### config.mk
export PLATFORM = sky130hd
export DESIGN_NAME = bcsa_err_monitor
export DESIGN_NICKNAME = d
export VERILOG_FILES = /design/src/rtl/bcsa_err_monitor.sv
export SDC_FILE = /design/constraint.sdc
export NUM_CORES = 1
export LEC_CHECK = 0
export CAP_MARGIN = 20
export CORE_ASPECT_RATIO = 1.5
export CORE_UTILIZATION = 60
export DETAILED_ROUTE_END_ITERATION = 8
export PLACE_DENSITY = 0.85
export REMOVE_ABC_BUFFERS = 1
export SETUP_SLACK_MARGIN = 0.2
export SLEW_MARGIN = 40
export SYNTH_ARGS = -nofsm -noshare
export SYNTH_HDL_FRONTEND = slang
export SYNTH_SLANG_ARGS = --single-unit
### constraint.sdc
create_clock -name clk -period 4.7 [get_ports clk]
set_input_delay 0.94 -clock clk [delete_from_list [all_inputs] [get_ports clk]]
set_output_delay 0.94 -clock clk [all_outputs]
set_load 0.02 [all_outputs]
### src/rtl/bcsa_err_monitor.sv
// Error-statistics monitor for the block carry-select approximate adder: recomputes exact sums
// and accumulates error count, summed and maximum error distance. BCSA_ERRMON_WORST_EN adds worst_a/worst_b.
module bcsa_err_monitor #(
  parameter int unsigned WIDTH = 32,
  parameter int unsigned CNT_W = 16,
  parameter int unsigned ACC_W = 48
) (
  input  logic             clk,
  input  logic             rst_n,
  input  logic             start,
  input  logic [CNT_W-1:0] num_samples,
  input  logic             in_valid,
  output logic             in_ready,
  input  logic [WIDTH-1:0] op_a,
  input  logic [WIDTH-1:0] op_b,
  input  logic [WIDTH:0]   approx_sum,
  output logic             busy,
  output logic             done,
  output logic [CNT_W-1:0] err_count,
  output logic [ACC_W-1:0] sum_ed,
  output logic [WIDTH:0]   max_ed
`ifdef BCSA_ERRMON_WORST_EN
  ,
  output logic [WIDTH-1:0] worst_a,
  output logic [WIDTH-1:0] worst_b
`endif
);

  localparam int unsigned SUM_W = WIDTH + 1;
  localparam int unsigned ACC_X = ACC_W + 1;

  typedef enum logic [1:0] {
    ST_IDLE  = 2'd0,
    ST_RUN   = 2'd1,
    ST_DRAIN = 2'd2,
    ST_DONE  = 2'd3
  } state_e;

  state_e             state_q, state_d;
  logic [CNT_W-1:0]   acc_cnt_q, acc_cnt_d;
  logic [CNT_W-1:0]   num_q, num_d;
  logic               done_q, done_d;
  logic               busy_q, busy_d;
  logic               clear;
  logic               accept;

  logic               v1_q, v1_d;
  logic [SUM_W-1:0]   exact_q, exact_d;
  logic [SUM_W-1:0]   approx_q, approx_d;
  logic               v2_q, v2_d;
  logic [SUM_W-1:0]   ed_q, ed_d;
  logic [SUM_W-1:0]   ed_c;

  logic [CNT_W-1:0]   err_q, err_d;
  logic [ACC_W-1:0]   sum_q, sum_d;
  logic [SUM_W-1:0]   max_q, max_d;
  logic [ACC_W:0]     sum_ext;

`ifdef BCSA_ERRMON_WORST_EN
  logic [WIDTH-1:0]   a1_q, a1_d, b1_q, b1_d;
  logic [WIDTH-1:0]   a2_q, a2_d, b2_q, b2_d;
  logic [WIDTH-1:0]   worst_a_q, worst_a_d, worst_b_q, worst_b_d;
`endif

  // Ready is a pure function of state so the producer may hold in_valid freely.
  assign in_ready = (state_q == ST_RUN) && (acc_cnt_q < num_q);
  assign accept   = in_valid && in_ready;

  assign ed_c    = (exact_q >= approx_q) ? (exact_q - approx_q) : (approx_q - exact_q);
  assign sum_ext = {1'b0, sum_q} + ACC_X'(ed_q);

  // Run control: start only honoured from IDLE/DONE; DRAIN exits as stage 2 retires.
  always_comb begin
    state_d   = state_q;
    acc_cnt_d = acc_cnt_q;
    num_d     = num_q;
    clear     = 1'b0;
    unique case (state_q)
      ST_IDLE, ST_DONE: begin
        if (start) begin
          clear     = 1'b1;
          num_d     = num_samples;
          acc_cnt_d = '0;
          state_d   = (num_samples == '0) ? ST_DONE : ST_RUN;
        end
      end
      ST_RUN: begin
        if (accept) begin
          acc_cnt_d = acc_cnt_q + CNT_W'(1);
          if (acc_cnt_q == (num_q - CNT_W'(1))) begin
            state_d = ST_DRAIN;
          end
        end
      end
      ST_DRAIN: begin
        if (!v1_q) begin
          state_d = ST_DONE;
        end
      end
      default: state_d = ST_IDLE;
    endcase
    done_d = (state_d == ST_DONE);
    busy_d = (state_d == ST_RUN) || (state_d == ST_DRAIN);
  end

  // Two-stage datapath: exact sum, then error distance, then statistics update.
  always_comb begin
    v1_d     = accept;
    exact_d  = exact_q;
    approx_d = approx_q;
    v2_d     = v1_q;
    ed_d     = ed_q;
    err_d    = err_q;
    sum_d    = sum_q;
    max_d    = max_q;
`ifdef BCSA_ERRMON_WORST_EN
    a1_d      = a1_q;
    b1_d      = b1_q;
    a2_d      = a2_q;
    b2_d      = b2_q;
    worst_a_d = worst_a_q;
    worst_b_d = worst_b_q;
`endif
    if (accept) begin
      exact_d  = SUM_W'(op_a) + SUM_W'(op_b);
      approx_d = approx_sum;
`ifdef BCSA_ERRMON_WORST_EN
      a1_d = op_a;
      b1_d = op_b;
`endif
    end
    if (v1_q) begin
      ed_d = ed_c;
`ifdef BCSA_ERRMON_WORST_EN
      a2_d = a1_q;
      b2_d = b1_q;
`endif
    end
    if (clear) begin
      err_d = '0;
      sum_d = '0;
      max_d = '0;
`ifdef BCSA_ERRMON_WORST_EN
      worst_a_d = '0;
      worst_b_d = '0;
`endif
    end else if (v2_q) begin
      if (ed_q != '0) begin
        err_d = err_q + CNT_W'(1);
      end
      sum_d = sum_ext[ACC_W] ? '1 : sum_ext[ACC_W-1:0];
      if (ed_q > max_q) begin
        max_d = ed_q;
`ifdef BCSA_ERRMON_WORST_EN
        worst_a_d = a2_q;
        worst_b_d = b2_q;
`endif
      end
    end
  end

  always_ff @(posedge clk or negedge rst_n) begin
    if (!rst_n) begin
      state_q   <= ST_IDLE;
      acc_cnt_q <= '0;
      num_q     <= '0;
      done_q    <= 1'b0;
      busy_q    <= 1'b0;
      v1_q      <= 1'b0;
      exact_q   <= '0;
      approx_q  <= '0;
      v2_q      <= 1'b0;
      ed_q      <= '0;
      err_q     <= '0;
      sum_q     <= '0;
      max_q     <= '0;
`ifdef BCSA_ERRMON_WORST_EN
      a1_q      <= '0;
      b1_q      <= '0;
      a2_q      <= '0;
      b2_q      <= '0;
      worst_a_q <= '0;
      worst_b_q <= '0;
`endif
    end else begin
      state_q   <= state_d;
      acc_cnt_q <= acc_cnt_d;
      num_q     <= num_d;
      done_q    <= done_d;
      busy_q    <= busy_d;
      v1_q      <= v1_d;
      exact_q   <= exact_d;
      approx_q  <= approx_d;
      v2_q      <= v2_d;
      ed_q      <= ed_d;
      err_q     <= err_d;
      sum_q     <= sum_d;
      max_q     <= max_d;
`ifdef BCSA_ERRMON_WORST_EN
      a1_q      <= a1_d;
      b1_q      <= b1_d;
      a2_q      <= a2_d;
      b2_q      <= b2_d;
      worst_a_q <= worst_a_d;
      worst_b_q <= worst_b_d;
`endif
    end
  end

  assign done      = done_q;
  assign busy      = busy_q;
  assign err_count = err_q;
  assign sum_ed    = sum_q;
  assign max_ed    = max_q;
`ifdef BCSA_ERRMON_WORST_EN
  assign worst_a   = worst_a_q;
  assign worst_b   = worst_b_q;
`endif

endmodule

==> summary.txt, run 1 <==
Outcome
  • Status: completed

Clock network
  • Cts hold-fix bufs: 0
  • CTS tree: yes
  • # clock sinks: about 230
  • Postcts setup bufs: 0
  • H-tree depth: 1
  • Clock Latency Late Sink: approximately 540 ps
  • Root buf cell: clkbuf_16
  • CTS Buf Count: 24
  • Worst-path clk slew: 70 ps
  • Post_cts resized: 0
  • Maximum root-to-sink buffer count: 3

Floorplanning
  • # IOs: approximately 220
  • Rows: between 70 and 80
  • Die X: between 100 and 150 µm
  • Starting density of the core: between 60 and 70%
  • Full die area: between 30,000 and 40,000 µm²
  • Die Y: between 200 and 250 µm
  • Core area: a little over 30,000 µm²

GRT
  • Largest net degree at the start of global routing: roughly 110
  • Antenna violations before repair: 0
  • Vias in the first global route: between 15,000 and 20,000
  • First-pass GRT wire length: 83.0 mm
  • Grt ovf: 0
  • Total GRT Usage: 32.9%

Route
  • Drc violations: 0
  • DRT Pass-1 Iters: 6
  • DR vias/cell: approximately 6.2
  • 1st-iter DRT viols: slightly above 1,000
  • Wire per inst: between 15 and 20 µm
  • Vias post-DR: roughly 17,000
  • DRT Wirelength: 50.5 mm
  • Routed Antenna Nets: 0

Min path
  • Hold Path Class: in2async

Layout
  • Number of antenna diodes: 0
  • Share of cells above drive strength 1: 4.82%
  • Fin area: between 20,000 and 25,000 µm²
  • Commonest non-fill, non-tap cell in the layout: dfrtp_1
  • Most frequent cells in the layout: dfrtp_1, clkdlybuf4s50_1, a21oi_1
  • Fin cells: approximately 2,800
  • P&R area growth vs syn: 18.1%
  • Fin nets: between 2,000 and 3,000
  • Final core occ: 71.8%

STA
  • Fin. max-slew vios: 0
  • Final worst-path cycle share: roughly nine tenths
  • Clock Skew: between 10 and 15 ps
  • Final setup viols: 0
  • RSZ-0062 raised after global routing: false
  • Slew HR: about two fifths
  • Final Hold Fails: 0
  • Worst-margin pin slew: 883 ps
  • Fmax: between 0.2 and 0.25 GHz
  • Final min period: around 4300 ps
  • Final hold slack: around 310 ps

Synth
  • Most common flop cell mapped by yosys: dfrtp_1
  • Top cell type's share of synthesized area: between 30% and 40%
  • Avg Cell Area, Syn: ~8.4 µm²
  • Synth warnings: 0
  • Area leader, netlist: dfrtp_1
  • Mapped Area: 18,300 µm²
  • Synthesized instance count: roughly 2,200
  • Post-synth ARST share: between 90% and 100%
  • EDFF count, synth: 0
  • Post-synthesis register bit count: about 230
  • Synth top area cells: dfrtp_1, ha_1, a21oi_1
  • Register area share after synthesis: approximately a third
  • Unique masters post-synth: 85

Critical path
  • Crit path cell chain: ha_1, nor2b_1, o21a_1, o21a_1, o21ai_0, a21oi_1, o211ai_1, and2_1, clkdlybuf4s50_1
  • Crit path largest cell delay: 610 ps
  • Worst path required time: around 3800 ps
  • Worst setup path class: reg2out
  • Slowest cell on crit path: clkdlybuf4s50_1
  • Cell mode on critical path: o21a_1
  • Nature of the critical path endpoint: output port
  • Crit path buf inv count: 1
  • WP data arrival: between 3000 and 4000 ps
  • Worst path top cell family by delay: compound AO/OA/AOI/OAI gates
  • Critical path launch point type: register
  • Crit path max fanout: 6

Power and ir drop
  • Clk network pwr share: between 10% and 20%
  • Share of power burned in registers: a little over a fifth
  • Internal: 0.00866 W
  • Max VDD drop: 330 µV
  • Power share of the combinational group: about 66%
  • Leakage: ~9.8 nW
  • Power after layout: approximately 0.017 W
  • Sw Share: about half
  • Net Switching: 0.00835 W
  • PD cells: between 700 and 800 nW/µm²

Flow run
  • Max cap viols: 0

Place
  • PortBufs: ~220
  • Hpwl dp: just under 40 mm
  • Area post-placement: roughly 21,000 µm²
  • Routability Congestion: 0.927
  • Placed insts: 2,721
## registers in the layout, summed over array words and instances, names as in the netlist
signal,cells
err_count,16
max_ed,33
busy,1
num_q,16
exact_q,33
state_q,2
ed_q,33
approx_q,33
v1_q,1
acc_cnt_q,16
v2_q,1
sum_ed,48
done,1
## final timing paths
kind,startpoint,endpoint,slack (ps),depth (start not counted)
max,acc_cnt_q[1]$_DFFE_PN0P_,in_ready,440,9
min,rst_n,sum_ed[29]$_DFFE_PN0P_,310,1
max reg2reg,exact_q[30]$_DFFE_PN0N_,ed_q[24]$_DFFE_PN0P_,790,13
min reg2reg,exact_q[23]$_DFFE_PN0N_,exact_q[23]$_DFFE_PN0N_,510,2
max in group asynchronous,rst_n,approx_q[4]$_DFFE_PN0N_,3270,3
min in group clk,exact_q[23]$_DFFE_PN0N_,exact_q[23]$_DFFE_PN0N_,510,2
## through the flow
step | worst slack [ps] | TNS (ps)
3_3_place_gp | 574 | 0
6_report | 443 | 0
2_1_floorplan | -1120 | -41040
5_1_grt | 274 | 0
3_5_place_dp | 484 | 0
4_1_cts | 463 | 0
## final cells by class
cell class,instances,area [µm²]
Clock buffer,29,661
Multi-Input combinational cell,1694,11500
Clock inverter,14,188
Timing Repair Buffer,240,2400
Inverter,154,578
Fill cell,2321,8500
Sequential cell,234,5860
Tap cell,400,500
## synthesized netlist by cell type (15+ instances only)
cell type,n
nor2_1,165
ha_1,185
inv_1,152
a21o_1,94
or3_1,17
xor2_1,41
nand2b_1,18
nor3_1,40
clkbuf_1,73
a21oi_1,194
nand4_1,40
nand2_1,193
nor2b_1,18
o21ai_0,194
mux2i_1,48
o21a_1,29
xnor2_1,70
dfrtp_1,234
nand3_1,44
nor4_1,22
a31oi_1,35
a211oi_1,22
buf_2,15
## logic make-up after synthesis
family / Yosys count / share of synthesized area, %
compound gates: 707 / 24.3
xor+xnor: 111 / 5.30
fa+ha+maj: 189 / 13.1
buf+inv: 257 / 5.63
flops: 234 / 31.9
mux: 63 / 3.56
simple gates: 624 / 16.2
## power by group through the flow
stage                     combinational, W  clock (W)  sequential (W)
final                               0.0113    0.00207         0.00367
after global routing                0.0124    0.00216         0.00376
after CTS                           0.0111    0.00209         0.00365
after detailed placement            0.0110          0         0.00369
after global placement              0.0108          0         0.00365
after floorplan                    0.00782          0         0.00368
## routing by layer
layer / vias to the layer above / part of all wire (%) / global-route usage (%)
met2: 610 / 51 / 58.0
met5: - / 0 / 0
met4: 0 / 6.1 / 19.6
li1: 8184 / - / -
met3: 197 / 4.4 / 4.22
met1: 8258 / 39 / 37.5
Power figures use the tool's default switching activity.
==> run 2, diff against run 1 <==
--- a/config.mk
+++ b/config.mk
@@ -12,7 +12,7 @@
 export PLACE_DENSITY = 0.85
 export REMOVE_ABC_BUFFERS = 1
 export SETUP_SLACK_MARGIN = 0.2
-export SLEW_MARGIN = 40
+export SLEW_MARGIN = 0
 export SYNTH_ARGS = -nofsm -noshare
 export SYNTH_HDL_FRONTEND = slang
 export SYNTH_SLANG_ARGS = --single-unit
==> constraint.sdc (replaced) <==
create_clock -name clk -period 4.7 [get_ports clk]
set_input_delay 0.94 -clock clk [delete_from_list [all_inputs] [get_ports clk]]
set_output_delay 0.94 -clock clk [all_outputs]
set_load 0.01 [all_outputs]
==> run 2 against run 1 <==
Against the previous run:
- sequential cell count did not move
- final cell count about the same
- via count fell by 0.12%
- non-clock buffer count shrank 1
- total power down 1.2%
- sequential power about the same
- clock power barely moved
- sequential share of layout area is essentially flat
- critical path type unchanged
- critical endpoint unchanged
- largest cell class unchanged
- largest power group unchanged
- highest routed layer unchanged
==> summary.txt, run 2 (synthesis gave the netlist of run 1 again) <==
STA
  • Final worst-path cycle share: 88.7%
  • Final Hold Fails: 0
  • Final setup viols: 0
  • RSZ-0062 raised after global routing: false
  • Final min period: about 4200 ps
  • Final hold slack: ~430 ps
  • Clock Skew: around 13 ps
  • Fmax: 0.240 GHz
  • Worst-margin pin slew: between 900 and 1000 ps
  • Slew HR: a little over a third
  • Fin. max-slew vios: 0
  • Setup TNS Final: 0 ps

Place
  • PortBufs: ~220
  • Placed insts: between 2,000 and 3,000
  • Routability Congestion: ~0.93
  • Hpwl dp: between 30 and 40 mm
  • Area post-placement: between 20,000 and 25,000 µm²

Route
  • DRT Pass-1 Iters: 6
  • Vias post-DR: 17,200
  • DRT Wirelength: just over 50 mm
  • 1st-iter DRT viols: slightly above 1,000
  • Drc violations: 0
  • Routed Antenna Nets: 0
  • DR vias/cell: around 6.2
  • Wire per inst: ~18 µm

Layout
  • Share of cells above drive strength 1: ~4.7%
  • Fin cells: around 2,800
  • P&R area growth vs syn: 18.0%
  • Commonest non-fill, non-tap cell in the layout: dfrtp_1
  • Number of antenna diodes: 0
  • Fin nets: between 2,000 and 3,000
  • Largest register FFs: 48
  • Fin area: 21,600 µm²
  • Most frequent cells in the layout: dfrtp_1, clkdlybuf4s50_1, o21ai_0, a21oi_1, nand2_1

Floorplanning
  • Rows: 78
  • Starting density of the core: between 60% and 70%
  • Die Y: between 200 and 250 µm
  • Full die area: roughly 31,000 µm²
  • Core area: a little over 30,000 µm²
  • # IOs: 217
  • Die X: approximately 140 µm

GRT
  • Largest net degree at the start of global routing: 113
  • Antenna violations before repair: 0
  • Vias in the first global route: between 15,000 and 20,000
  • First-pass GRT wire length: a little over 80 mm
  • Total GRT Usage: 32.9%
  • Grt ovf: 0

Critical path
  • Reg2reg end: ed_q[24]$_DFFE_PN0P_
  • Worst path required time: between 3000 and 4000 ps
  • Setup crit start: acc_cnt_q[1]$_DFFE_PN0P_
  • R2R cell count: 13
  • Worst reg2reg startpoint: exact_q[30]$_DFFE_PN0N_
  • Cell mode on critical path: o21a_1
  • Crit path largest cell delay: approximately 550 ps
  • Crit path max fanout: 6
  • Slowest cell on crit path: clkdlybuf4s50_1
  • Crit path cell chain: ha_1, nor2b_1, o21a_1, o21a_1, o21ai_0, a21oi_1, o211ai_1, and2_1, clkdlybuf4s50_1
  • WP data arrival: between 3000 and 4000 ps
  • Critical path launch point type: register
  • Nature of the critical path endpoint: output port
  • Worst setup path class: reg2out
  • R2R setup slack: around 800 ps

Power and ir drop
  • Max VDD drop: around 330 µV
  • Leakage: roughly 9.8 nW
  • PD cells: between 700 and 800 nW/µm²
  • Power after layout: roughly 0.017 W

Flow run
  • Max cap viols: 0

Outcome
  • Status: completed

Clock network
  • Post_cts resized: 0
  • Worst-path clk slew: 70 ps
  • Clock Latency Late Sink: ~540 ps
  • Maximum root-to-sink buffer count: 3
  • # clock sinks: around 230
  • Cts hold-fix bufs: 0
  • Postcts setup bufs: 0
  • Root buf cell: clkbuf_16
  • CTS tree: yes
  • H-tree depth: 1
  • CTS Buf Count: 24

Min path
  • Hold Path Class: in2async
==> run 2: stage by stage <==
stage / utilization [%] / worst slack [ps]
floorplan: - / -1040
global placement: 68.9 / 574
detailed placement: 68.9 / 484
CTS: 71.7 / 531
global route: 71.7 / 342
finish: 71.7 / 530
==> run 2: worst max-delay path by stage <==
stage	endpoint	slack, ps	depth (start not counted)
2_1_floorplan	max_ed[0]$_DFFE_PN0P_	-1040	12
3_3_place_gp	exact_q[25]$_DFFE_PN0N_	570	14
3_5_place_dp	exact_q[25]$_DFFE_PN0N_	480	14
4_1_cts	in_ready	530	9
5_1_grt	in_ready	340	9
6_report	in_ready	530	9
==> run 2: power breakdown <==
| group | internal [W] | leakage [nW] | total (W) | switching (W) |
|---|---|---|---|---|
| sequential | 0.00279 | 2.97 | 0.00367 | 0.000880 |
| clock | 0.00123 | 0.412 | 0.00206 | 0.000838 |
| combinational | 0.00464 | 6.45 | 0.0111 | 0.00644 |
==> run 2: routing by layer <==
metal  vias up  share of wire [%]  track usage, %
met3       192                4.5            4.22
met1      8255                 39            37.5
met5         -                  0               0
met4         0                6.1            19.6
met2       591                 51            58.0
li1       8190                  -               -
==> run 2: area by class of cell <==
type                            count  area (µm²)
Sequential cell                   234        5860
Timing Repair Buffer              239        2380
Fill cell                        2326        8530
Tap cell                          400         500
Inverter                          154         578
Multi-Input combinational cell   1694       11500
Clock inverter                     14         188
Clock buffer                       29         661
==> run 2: worst max-delay path, delay by kind of cell, from the launching register on <==
family                     cells  cell delay (ps)
AOI/OAI and AO/OA              5             1000
buffers and inverters          1              550
DFF                            1              460
and+or+nand+nor                2              360
adders and majority gates      1              310
==> run 3, diff against run 2 <==
--- a/config.mk
+++ b/config.mk
@@ -5,7 +5,6 @@
 export SDC_FILE = /design/constraint.sdc
 export NUM_CORES = 1
 export LEC_CHECK = 0
-export CAP_MARGIN = 20
 export CORE_ASPECT_RATIO = 1.5
 export CORE_UTILIZATION = 60
 export DETAILED_ROUTE_END_ITERATION = 8
==> results of run 3 <==
No change in the layout: final DEF, timing and power equal those of run 2.
